**src/rtl/t_ctrl_pkg.sv**
```systemverilog
// Shared types for the T-cell counter controller.
// State encoding and count-direction constants.
package t_ctrl_pkg;

  typedef enum logic [1:0] {
    ST_IDLE = 2'd0,
    ST_RUN  = 2'd1,
    ST_DONE = 2'd2
  } state_t;

  localparam logic DIR_UP   = 1'b0;
  localparam logic DIR_DOWN = 1'b1;

endpackage

```
**src/rtl/t_ff_cell.sv**
```systemverilog
// One-bit T flip-flop with synchronous active-high reset.
// Building block of the counter register.
module t_ff_cell (
  input  logic clk,
  input  logic reset,
  input  logic t,
  output logic q
);

  // toggle on t, clear on reset
  always_ff @(posedge clk) begin
    if (reset) q <= 1'b0;
    else if (t) q <= ~q;
  end

endmodule

```
**src/rtl/t_counter_ctrl.sv**
```systemverilog
// Programmable modulo up/down counter: FSM drives
// only the toggle enables of a T flip-flop array.
module t_counter_ctrl
  import t_ctrl_pkg::*;
#(
  parameter int WIDTH = 4
) (
  input  logic             clk,
  input  logic             reset,
  input  logic             start,
  input  logic             stop,
  input  logic             dir,
  input  logic             reload,
  input  logic             load,
  input  logic [WIDTH-1:0] load_val,
  input  logic [WIDTH-1:0] limit,
  output logic [WIDTH-1:0] count,
  output logic             busy,
  output logic             tc,
  output logic             done
);

  state_t           state;
  logic [WIDTH-1:0] limit_r;
  logic             dir_r;
  logic             reload_r;

  logic [WIDTH-1:0] t;
  logic [WIDTH-1:0] inc_t;
  logic [WIDTH-1:0] dec_t;
  logic [WIDTH-1:0] term;
  logic [WIDTH-1:0] run_start;
  logic [WIDTH-1:0] new_start;
  logic             at_term;

  assign term      = (dir_r == DIR_DOWN) ? '0 : limit_r;
  assign run_start = (dir_r == DIR_DOWN) ? limit_r : '0;
  assign new_start = (dir == DIR_DOWN) ? limit : '0;
  assign at_term   = (count == term);

  // ripple toggle chains for increment and decrement
  always_comb begin
    inc_t    = '0;
    dec_t    = '0;
    inc_t[0] = 1'b1;
    dec_t[0] = 1'b1;
    for (int i = 1; i < WIDTH; i++) begin
      inc_t[i] = inc_t[i-1] & count[i-1];
      dec_t[i] = dec_t[i-1] & ~count[i-1];
    end
  end

  // toggle vector: hold, load, restart or step
  always_comb begin
    t = '0;
    unique case (1'b1)
      (state == ST_RUN): begin
        if (!stop) begin
          if (at_term) begin
            if (reload_r) t = count ^ run_start;
          end else if (dir_r == DIR_DOWN) begin
            t = dec_t;
          end else begin
            t = inc_t;
          end
        end
      end
      default: begin
        if (stop) t = '0;
        else if (start) t = count ^ new_start;
        else if (load) t = count ^ load_val;
      end
    endcase
  end

  // FSM, config latches and registered flags
  always_ff @(posedge clk) begin
    if (reset) begin
      state    <= ST_IDLE;
      limit_r  <= '0;
      dir_r    <= 1'b0;
      reload_r <= 1'b0;
      busy     <= 1'b0;
      done     <= 1'b0;
      tc       <= 1'b0;
    end else begin
      tc <= 1'b0;
      unique case (1'b1)
        (state == ST_RUN): begin
          if (stop) begin
            state <= ST_IDLE;
            busy  <= 1'b0;
          end else if (at_term) begin
            tc <= 1'b1;
            if (!reload_r) begin
              state <= ST_DONE;
              busy  <= 1'b0;
              done  <= 1'b1;
            end
          end
        end
        default: begin
          if (stop) begin
            state <= ST_IDLE;
            done  <= 1'b0;
          end else if (start) begin
            state    <= ST_RUN;
            busy     <= 1'b1;
            done     <= 1'b0;
            limit_r  <= limit;
            dir_r    <= dir;
            reload_r <= reload;
          end else if (load) begin
            state <= ST_IDLE;
            done  <= 1'b0;
          end
        end
      endcase
    end
  end

  for (genvar g = 0; g < WIDTH; g++) begin : g_cell
    t_ff_cell u_cell (
      .clk   (clk),
      .reset (reset),
      .t     (t[g]),
      .q     (count[g])
    );
  end

endmodule

```
**config.mk**
```make
export PLATFORM = sky130hd
export DESIGN_NAME = t_counter_ctrl
export DESIGN_NICKNAME = d
export VERILOG_FILES = /design/src/rtl/t_ctrl_pkg.sv /design/src/rtl/t_ff_cell.sv /design/src/rtl/t_counter_ctrl.sv
export SDC_FILE = /design/constraint.sdc
export NUM_CORES = 1
export LEC_CHECK = 0
export CORE_MARGIN = 3
export CORE_UTILIZATION = 50
export CTS_CLUSTER_DIAMETER = 50
export CTS_CLUSTER_SIZE = 40
export DETAILED_ROUTE_END_ITERATION = 12
export GPL_TIMING_DRIVEN = 0
export PLACE_DENSITY_LB_ADDON = 0.1
export SETUP_SLACK_MARGIN = 0.1
export SLEW_MARGIN = 20
export SYNTH_ARGS = -nofsm -noshare
export SYNTH_HDL_FRONTEND = slang
export SYNTH_SLANG_ARGS = --single-unit
```
**constraint.sdc**
```tcl
create_clock -name clk -period 2.5 [get_ports clk]
set_clock_uncertainty 0.05 [all_clocks]
set_input_delay 0.25 -clock clk [delete_from_list [all_inputs] [get_ports clk]]
set_output_delay 0.25 -clock clk [all_outputs]
set_load 0.02 [all_outputs]
```
# Word-level counts from Yosys, hierarchy flattened
# Cells that the tools add are included.
# totals
rom_bits	0
ramBits	0
wordCells	71
ff_bits	15
in_bits	15
latch_bits	0
memories	0
# classes
n_addsub	0
eq_ne	8
n_lt_le_gt_ge	0
n_div	0
bitwise	13
reduce_logical	7
n_mul	0
shift	0
mux	32
# op_table
cell	count
$mux 4	11
$mux 1	14
$mux 2	7
$xor 4x4->4	3
$reduce_and 4->1	2
$ne 2x2->1 const B	3
$ne 3x3->1 const B	2
$not 1->1	6
$reduce_and 3->1	2
$and 1x1->1	4
$eq 4x4->1	1
$reduce_bool 4->1	1
$reduce_or 3->1	1
$eq 2x1->1 const B	1
$ne 2x1->1 const B	1
$reduce_bool 2->1	1

# Logic depth before layout (Yosys ltp)
# Gate-level depths: netlist of the first run.
# logic_depth
word_depth	7
mapped_depth	8
ltp_nobuf	6

# Modules after synthesis
# From an unflattened synthesis of the first run, not the netlist that was laid out.
# unflattened
hier_cells	126
area_unflattened_um2	987.2
# modules_own_cells
mod	instances	area_per_inst_um2	cells_each
t_counter_ctrl	1	857.1	114
t_ff_cell	4	32.5	3

# Worst setup path before layout of the first run
# No wires, ideal clock.
# synth_path
path_kind	register to register
start	reg g_cell[1].u_cell.q
end	reg g_cell[3].u_cell.q
t_required_ps	2327
path_slack_ps	587
arrival_time_ps	1740
period_less_slack_ps	1913
path_stages_with_launch	9
path_cell_list	dfxtp_1 buf_6 and4bb_2 nand2b_1 a32o_1 buf_6 and3_4 a211oi_2 mux2_1
# synth_via
elab_chain_cells	7
elab_cells_between_ends	10
cone_classes	1 x eq/ne; 4 x mux; 5 x bitwise
# synth_rtl
item	line_no	text
start: declaration	t_ff_cell.sv:7	output logic q
start signal: assignment	t_ff_cell.sv:13	else if (t) q <= ~q;
$not 1->1	t_counter_ctrl.sv:49	dec_t[i] = dec_t[i-1] & ~count[i-1];
$and 1x1->1 (2 in series)	t_counter_ctrl.sv:49	
$mux 4	t_counter_ctrl.sv:61	end else if (dir_r == DIR_DOWN) begin
$mux 4 (*)	t_counter_ctrl.sv:59	if (at_term) begin
$mux 4 (*)	t_counter_ctrl.sv:58	if (!stop) begin
$mux 4 (*)	t_counter_ctrl.sv:56	unique case (1'b1)
end signal: assignment	t_ff_cell.sv:13	
end: declaration	t_ff_cell.sv:7	
# Every way passes the cells marked *; elsewhere a longest branch is shown, timed or not.
# A chain may end at the register's enable or synchronous reset.

# Worst setup path after layout of the first run
# layout_path
start	reg g_cell[0].u_cell.q
end	reg g_cell[3].u_cell.q
# layout_via
elab_chain_cells	7
elab_cells_between_ends	10
cone_classes	1 x eq/ne; 4 x mux; 5 x bitwise
# layout_rtl
item	line_no
start: declaration	t_ff_cell.sv:7
start signal: assignment	t_ff_cell.sv:13
$not 1->1	t_counter_ctrl.sv:49
$and 1x1->1 (2 in series)	t_counter_ctrl.sv:49
$mux 4	t_counter_ctrl.sv:61
$mux 4 (*)	t_counter_ctrl.sv:59
$mux 4 (*)	t_counter_ctrl.sv:58
$mux 4 (*)	t_counter_ctrl.sv:56
# Marks and branches as above.

==> impl_metrics.json, run 1 <==
{
  "post_cts_resized": 0,
  "r2r_setup_slack_ns": 0.43,
  "n_fill_cell": 173,
  "fin_area_mm2": 0.00131,
  "yosysTopAreaCell": "dfxtp_1",
  "syn-cell-area_mm2": 0.00106,
  "worstSetupPathType": "reg2reg",
  "yosysSeqAreaShare": 0.284,
  "reg2regPathDepth": 7,
  "ys_warn_count": 0,
  "synthDistinctLibCells": 40,
  "worst-path-buf-inv": 1,
  "antenna_found_initial": 0,
  "rows": 15,
  "hold_end": "g_cell[2].u_cell.q",
  "num_vias": 1002,
  "critical-path-max-stage-delay_ns": 0.52,
  "hp-class": "in2reg",
  "fin_nets": 170,
  "r2r_end": "g_cell[3].u_cell.q",
  "grt_max_degree": 11,
  "clock_latency_ns": 0.30,
  "fin_crit_sh": 0.829,
  "h-tree-depth": 1,
  "cp.required_ns": 2.64,
  "synth_top_area_frac": 0.284,
  "setup_tns_ns": 0,
  "core-area_mm2": 0.00186,
  "power.leakage_nw": 0.462,
  "reg2reg_from": "g_cell[0].u_cell.q",
  "die-height_um": 52.0,
  "die_width_um": 52.0,
  "fin_crit_ns": 2.07,
  "crit_family": "compound AO/OA/AOI/OAI gates",
  "whs_ns": 0.314,
  "synth.area.top_cells": "dfxtp_1, nor2_1, mux2i_1",
  "drv_slew": 0,
  "rsz0062_at_grt": "no",
  "synth_cells": 131,
  "grt_overflow_total": 0,
  "slowest_stage": "dfxtp_1",
  "place_congestion": 0.806,
  "antenna_cells": 0,
  "power_frac_comb": 0.336,
  "routedWlPerCell_um": 13.6,
  "wl_um": 2440,
  "route.detailed.drc": 0,
  "vdd_drop_max_v": 0.000434,
  "place_area_mm2": 0.00128,
  "grt_first_pass_wirelength_um": 4270,
  "setup_viol": 0,
  "critical_path_arrival_ns": 2.21,
  "start_util": 0.568,
  "firstDrtPassIters": 4,
  "syn-num-nets": 146,
  "fmax_ghz": 0.482,
  "path_cells": "and2b_1, a32oi_1, a32o_1, buf_6, and3_4, a211oi_2, mux2_1",
  "clockBufferDepth": 2,
  "start_kind": "flop",
  "grt_pass1_vias": 928,
  "hp-start": "reset",
  "outcome": "completed",
  "clockPowerShare": 0.236,
  "cts-root-buf": "clkbuf_4",
  "die-area_mm2": 0.00270,
  "cts_tree": "yes",
  "p_sw_w": 0.000206,
  "endpoint_kind": "flop",
  "p_per_area_mw_per_mm2": 482,
  "clk_pin_slew_worst_paths_ns": 0.09,
  "final_util": 0.704,
  "synthFlopType": "dfxtp_1",
  "worst-slew-pin-transition_ns": 0.494,
  "crit_fanout": 10,
  "min_path_cells": 2,
  "dp_hpwl_um": 1870,
  "multi_input_area_um2": 667,
  "ios": 22,
  "ant_nets": 0,
  "cap_violations": 0,
  "area_growth_pct": 23.8,
  "drive_gt1_frac": 0.143,
  "finalPower_w": 0.000630,
  "p_seq_frac": 0.428,
  "avgSynthCellArea_um2": 8.06,
  "intPower_w": 0.000424,
  "grtUsageTotal": 0.209,
  "buffer_ports.inserted": 19,
  "swShare": 0.327,
  "via_per_inst": 5.60,
  "ys_async_sr_fraction": 0,
  "max-slew-margin-rel": 0.670,
  "cts-hold-fix-buffers": 0,
  "cts_setup_buffers": 0,
  "cts_sinks": 15,
  "synth_edf_count": 0,
  "synth-seq-cells": 15,
  "regArea_um2": 300,
  "hold_violations": 0,
  "cts_buffers": 3,
  "dr.first_iter.drc_count": 33
}
==> state kept, by name (all words and copies together) (netlist names) <==
register / flops
dir_r: 1
busy: 1
g_cell.u_cell.q: 4
limit_r: 4
done: 1
tc: 1
reload_r: 1
state: 2
==> layout by cell type (no fill, tap or decap), types with 3 or more instances in the layout <==
master and n:
nand2_1 9, clkbuf_4 3, nand2b_1 4, nor2b_1 5, nor2_1 18, a21oi_1 6
xor2_1 4, nor3_1 5, dfxtp_1 15, clkdlybuf4s50_1 19, a211oi_1 7, o21ai_0 6
a221oi_1 5, buf_4 5, mux2i_1 6
==> worst reg2reg max path, delay by kind of cell, from the launching register on <==
| family | cells | cell delay (ns) |
|---|---|---|
| AO/OA/AOI/OAI | 3 | 0.54 |
| flip-flops | 1 | 0.52 |
| AND/OR/NAND/NOR | 2 | 0.40 |
| multiplexers | 1 | 0.34 |
| buffers and inverters | 1 | 0.14 |
==> through the flow <==
stage | setup WS (ns) | instances
5_1_grt | 0.350 | 179
3_5_place_dp | 0.379 | 175
4_1_cts | 0.442 | 179
6_report | 0.427 | 179
2_1_floorplan | 0.587 | 131
3_3_place_gp | 0.404 | 175
==> routing by layer <==
| metal | part of all wire | vias to the layer above | GRT usage |
|---|---|---|---|
| met3 | 0.075 | 2 | 0.0430 |
| met5 | 0 | - | 0 |
| met4 | 0.0074 | 0 | 0.0393 |
| met2 | 0.47 | 38 | 0.349 |
| met1 | 0.45 | 450 | 0.277 |
| li1 | - | 512 | - |
==> cell type report <==
| class | instances | area share |
|---|---|---|
| multi-input combinational | 102 | 0.510 |
| sequential | 15 | 0.230 |
| timing repair buffer | 19 | 0.145 |
| buffer | 13 | 0.0651 |
| tap | 25 | 0.0239 |
| clock buffer | 3 | 0.0172 |
| clock inverter | 1 | 0.00574 |
| inverter | 1 | 0.00287 |
==> power by group through the flow <==
stage          Combinational [W]  Clock (W)  Sequential [W]
2_1_floorplan           0.000145          0        0.000273
3_5_place_dp            0.000211          0        0.000274
4_1_cts                 0.000212   0.000157        0.000269
6_report                0.000212   0.000149        0.000269
3_3_place_gp            0.000206          0        0.000273
5_1_grt                 0.000233   0.000169        0.000272
==> synth_stat cells, drive strengths merged (2+ instances only) <==
master / n
a211oi: 8
a21oi: 6
a221oi: 5
and2: 2
and2b: 2
buf: 11
clkbuf: 2
dfxtp: 15
mux2: 2
mux2i: 6
nand2: 9
nand2b: 4
nor2: 19
nor2b: 5
nor3: 5
o21ai: 6
or2: 2
or3: 2
xnor2: 2
xor2: 4
==> worst max path at each step <==
stage	startpoint	to	depth (start not counted)
6_report	g_cell[0].u_cell.q	g_cell[3].u_cell.q	7
5_1_grt	g_cell[0].u_cell.q	g_cell[3].u_cell.q	7
4_1_cts	g_cell[3].u_cell.q	g_cell[3].u_cell.q	8
3_5_place_dp	stop	dir_r	6
3_3_place_gp	stop	dir_r	6
2_1_floorplan	g_cell[1].u_cell.q	g_cell[3].u_cell.q	8
==> cells by family after synthesis <==
family                    Yosys count  share of synthesized area
muxes                               8                     0.0782
xor gates and xnor gates            6                     0.0498
buffers and inverters              14                     0.0841
AOI/OAI and AO/OA                  33                      0.224
DFF                                15                      0.284
and+or+nand+nor                    55                      0.280
No activity file was read; power rests on OpenSTA's default activity.
==> inputs of run 2 (changes only) <==
Clock period 2.5 ns to 1.95 ns, I/O delays scaled along.
==> run 2 against run 1 <==
  * The flow now finishes with violations (setup timing)
  * Largest power group unchanged
  * Utilization increased by 8.7 points
  * Critical path type unchanged
  * Wire length increased by 12%
  * Largest cell class unchanged
  * Sequential power rose by 31%
  * Sequential share of layout area is 1.8 points lower
==> impl_metrics.json, run 2 (synthesis results as in run 1) <==
{
  "outcome": "finished with violations",
  "failed_checks": "setup timing",
  "fin_crit_sh": 1.00,
  "dpl_worst_slack_ns": -0.132,
  "firstDrtPassIters": 4,
  "power.leakage_nw": 0.536,
  "cp.required_ns": 2.08,
  "worst-path-buf-inv": 2,
  "cts_buffers": 3,
  "fin_crit_ns": 1.96,
  "grtUsageTotal": 0.224,
  "grt_max_degree": 11,
  "critical-path-max-stage-delay_ns": 0.34,
  "endpoint_kind": "flop",
  "top_regs": "g_cell.u_cell.q: 4 flops, limit_r: 4 flops, state: 2 flops",
  "cts-hold-fix-buffers": 0,
  "place_congestion": 0.806,
  "ios": 22,
  "die_width_um": 52.0,
  "fin_nets": 178,
  "start_kind": "flop",
  "route.detailed.drc": 0,
  "slowest_stage": "dfxtp_2",
  "num_vias": 1070,
  "clk_pin_slew_worst_paths_ns": 0.09,
  "cts_sinks": 15,
  "crit_fanout": 8,
  "die-area_mm2": 0.00270,
  "worst_path_most_repeated_cell": "buf_6",
  "grt_first_pass_wirelength_um": 4440,
  "worstSetupPathType": "reg2reg",
  "antenna_cells": 0,
  "core-area_mm2": 0.00186,
  "rows": 15,
  "dr.first_iter.drc_count": 36,
  "die-height_um": 52.0,
  "max-slew-margin-rel": 0.624,
  "path_cells": "buf_6, and4bb_2, nand2b_1, a32o_1, buf_6, and3_4, a211oi_2, mux2_1",
  "dp_hpwl_um": 1910,
  "hold_violations": 0,
  "setup_tns_ns": -0.00956,
  "final_common_cell": "clkdlybuf4s50_1",
  "worst-slew-pin-transition_ns": 0.561,
  "start_util": 0.568,
  "wl_um": 2720,
  "via_per_inst": 5.72,
  "area_growth_pct": 39.1,
  "drive_gt1_frac": 0.284,
  "cap_violations": 0,
  "clock_latency_ns": 0.29,
  "crit_family": "simple AND/OR/NAND/NOR gates",
  "n_fill_cell": 136,
  "layout_setup_ws_ns": -0.00956,
  "vdd_drop_max_v": 0.000649,
  "clockBufferDepth": 2,
  "hp-class": "in2reg",
  "rsz0062_at_grt": "yes",
  "ant_nets": 0,
  "setup_viol": 1,
  "h-tree-depth": 1,
  "cts-root-buf": "clkbuf_4",
  "grt_pass1_vias": 984,
  "grt_overflow_total": 0,
  "cts_tree": "yes",
  "critical_path_arrival_ns": 2.09,
  "antenna_found_initial": 0,
  "layout_common_cells": "clkdlybuf4s50_1, nor2_1, buf_4",
  "drv_slew": 0,
  "buffer_ports.inserted": 19,
  "routedWlPerCell_um": 14.5,
  "p_per_area_mw_per_mm2": 596,
  "fmax_ghz": 0.510
}
[run 2: stage by stage]
| stage | std cells | total power [W] | hold slack, ns | instance area, um2 | util |
|---|---|---|---|---|---|
| finish | 187 | 0.000875 | 0.264 | 1470 | 0.791 |
| global route | 187 | 0.000930 | 0.277 | 1470 | 0.791 |
| CTS | 186 | 0.000868 | 0.257 | 1420 | 0.766 |
| detailed placement | 175 | 0.000623 | 0.448 | 1280 | 0.688 |
| global placement | 175 | 0.000614 | 0.417 | 1280 | 0.688 |
| floorplan | 131 | 0.000535 | 0.292 | 1060 | - |
[run 2: power breakdown]
group,internal [W],switching [W],leakage (nW)
Clock,0.0000781,0.000109,0.0139
Combinational,0.000183,0.000153,0.397
Sequential,0.000327,0.0000244,0.126
[run 2: timing repair]
action / CTS / global route
setup buffers: 8 / 2
pin swaps: 6 / 5
cloned: 0 / 0
endpoints found under the setup margin: 7 / 8
resized for setup: 16 / 13
[run 2: per-layer routing]
layer,global-route usage,up-vias,wire [um]
li1,-,529,-
met1,0.277,488,1180
met2,0.370,45,1280
met3,0.0458,8,204
met4,0.0961,0,59
met5,0,-,0
[run 2: final timing paths]
check | from | end | slack, ns | cells past startpoint
worst max register to register | g_cell[3].u_cell.q | g_cell[3].u_cell.q | -0.01 | 8
worst min register to register | done | done | 0.46 | 2
worst min-delay path | reset | g_cell[2].u_cell.q | 0.26 | 2
worst max-delay path | g_cell[3].u_cell.q | g_cell[3].u_cell.q | -0.01 | 8
[run 2: area by class of cell]
cell class	count	area, um2	share of cell area
buffer	11	86.3	0.0588
clock buffer	3	22.5	0.0153
clock inverter	1	7.51	0.00511
inverter	1	3.75	0.00256
multi-input combinational	102	737	0.502
sequential	15	312	0.212
tap	25	31.3	0.0213
timing repair buffer	29	269	0.183
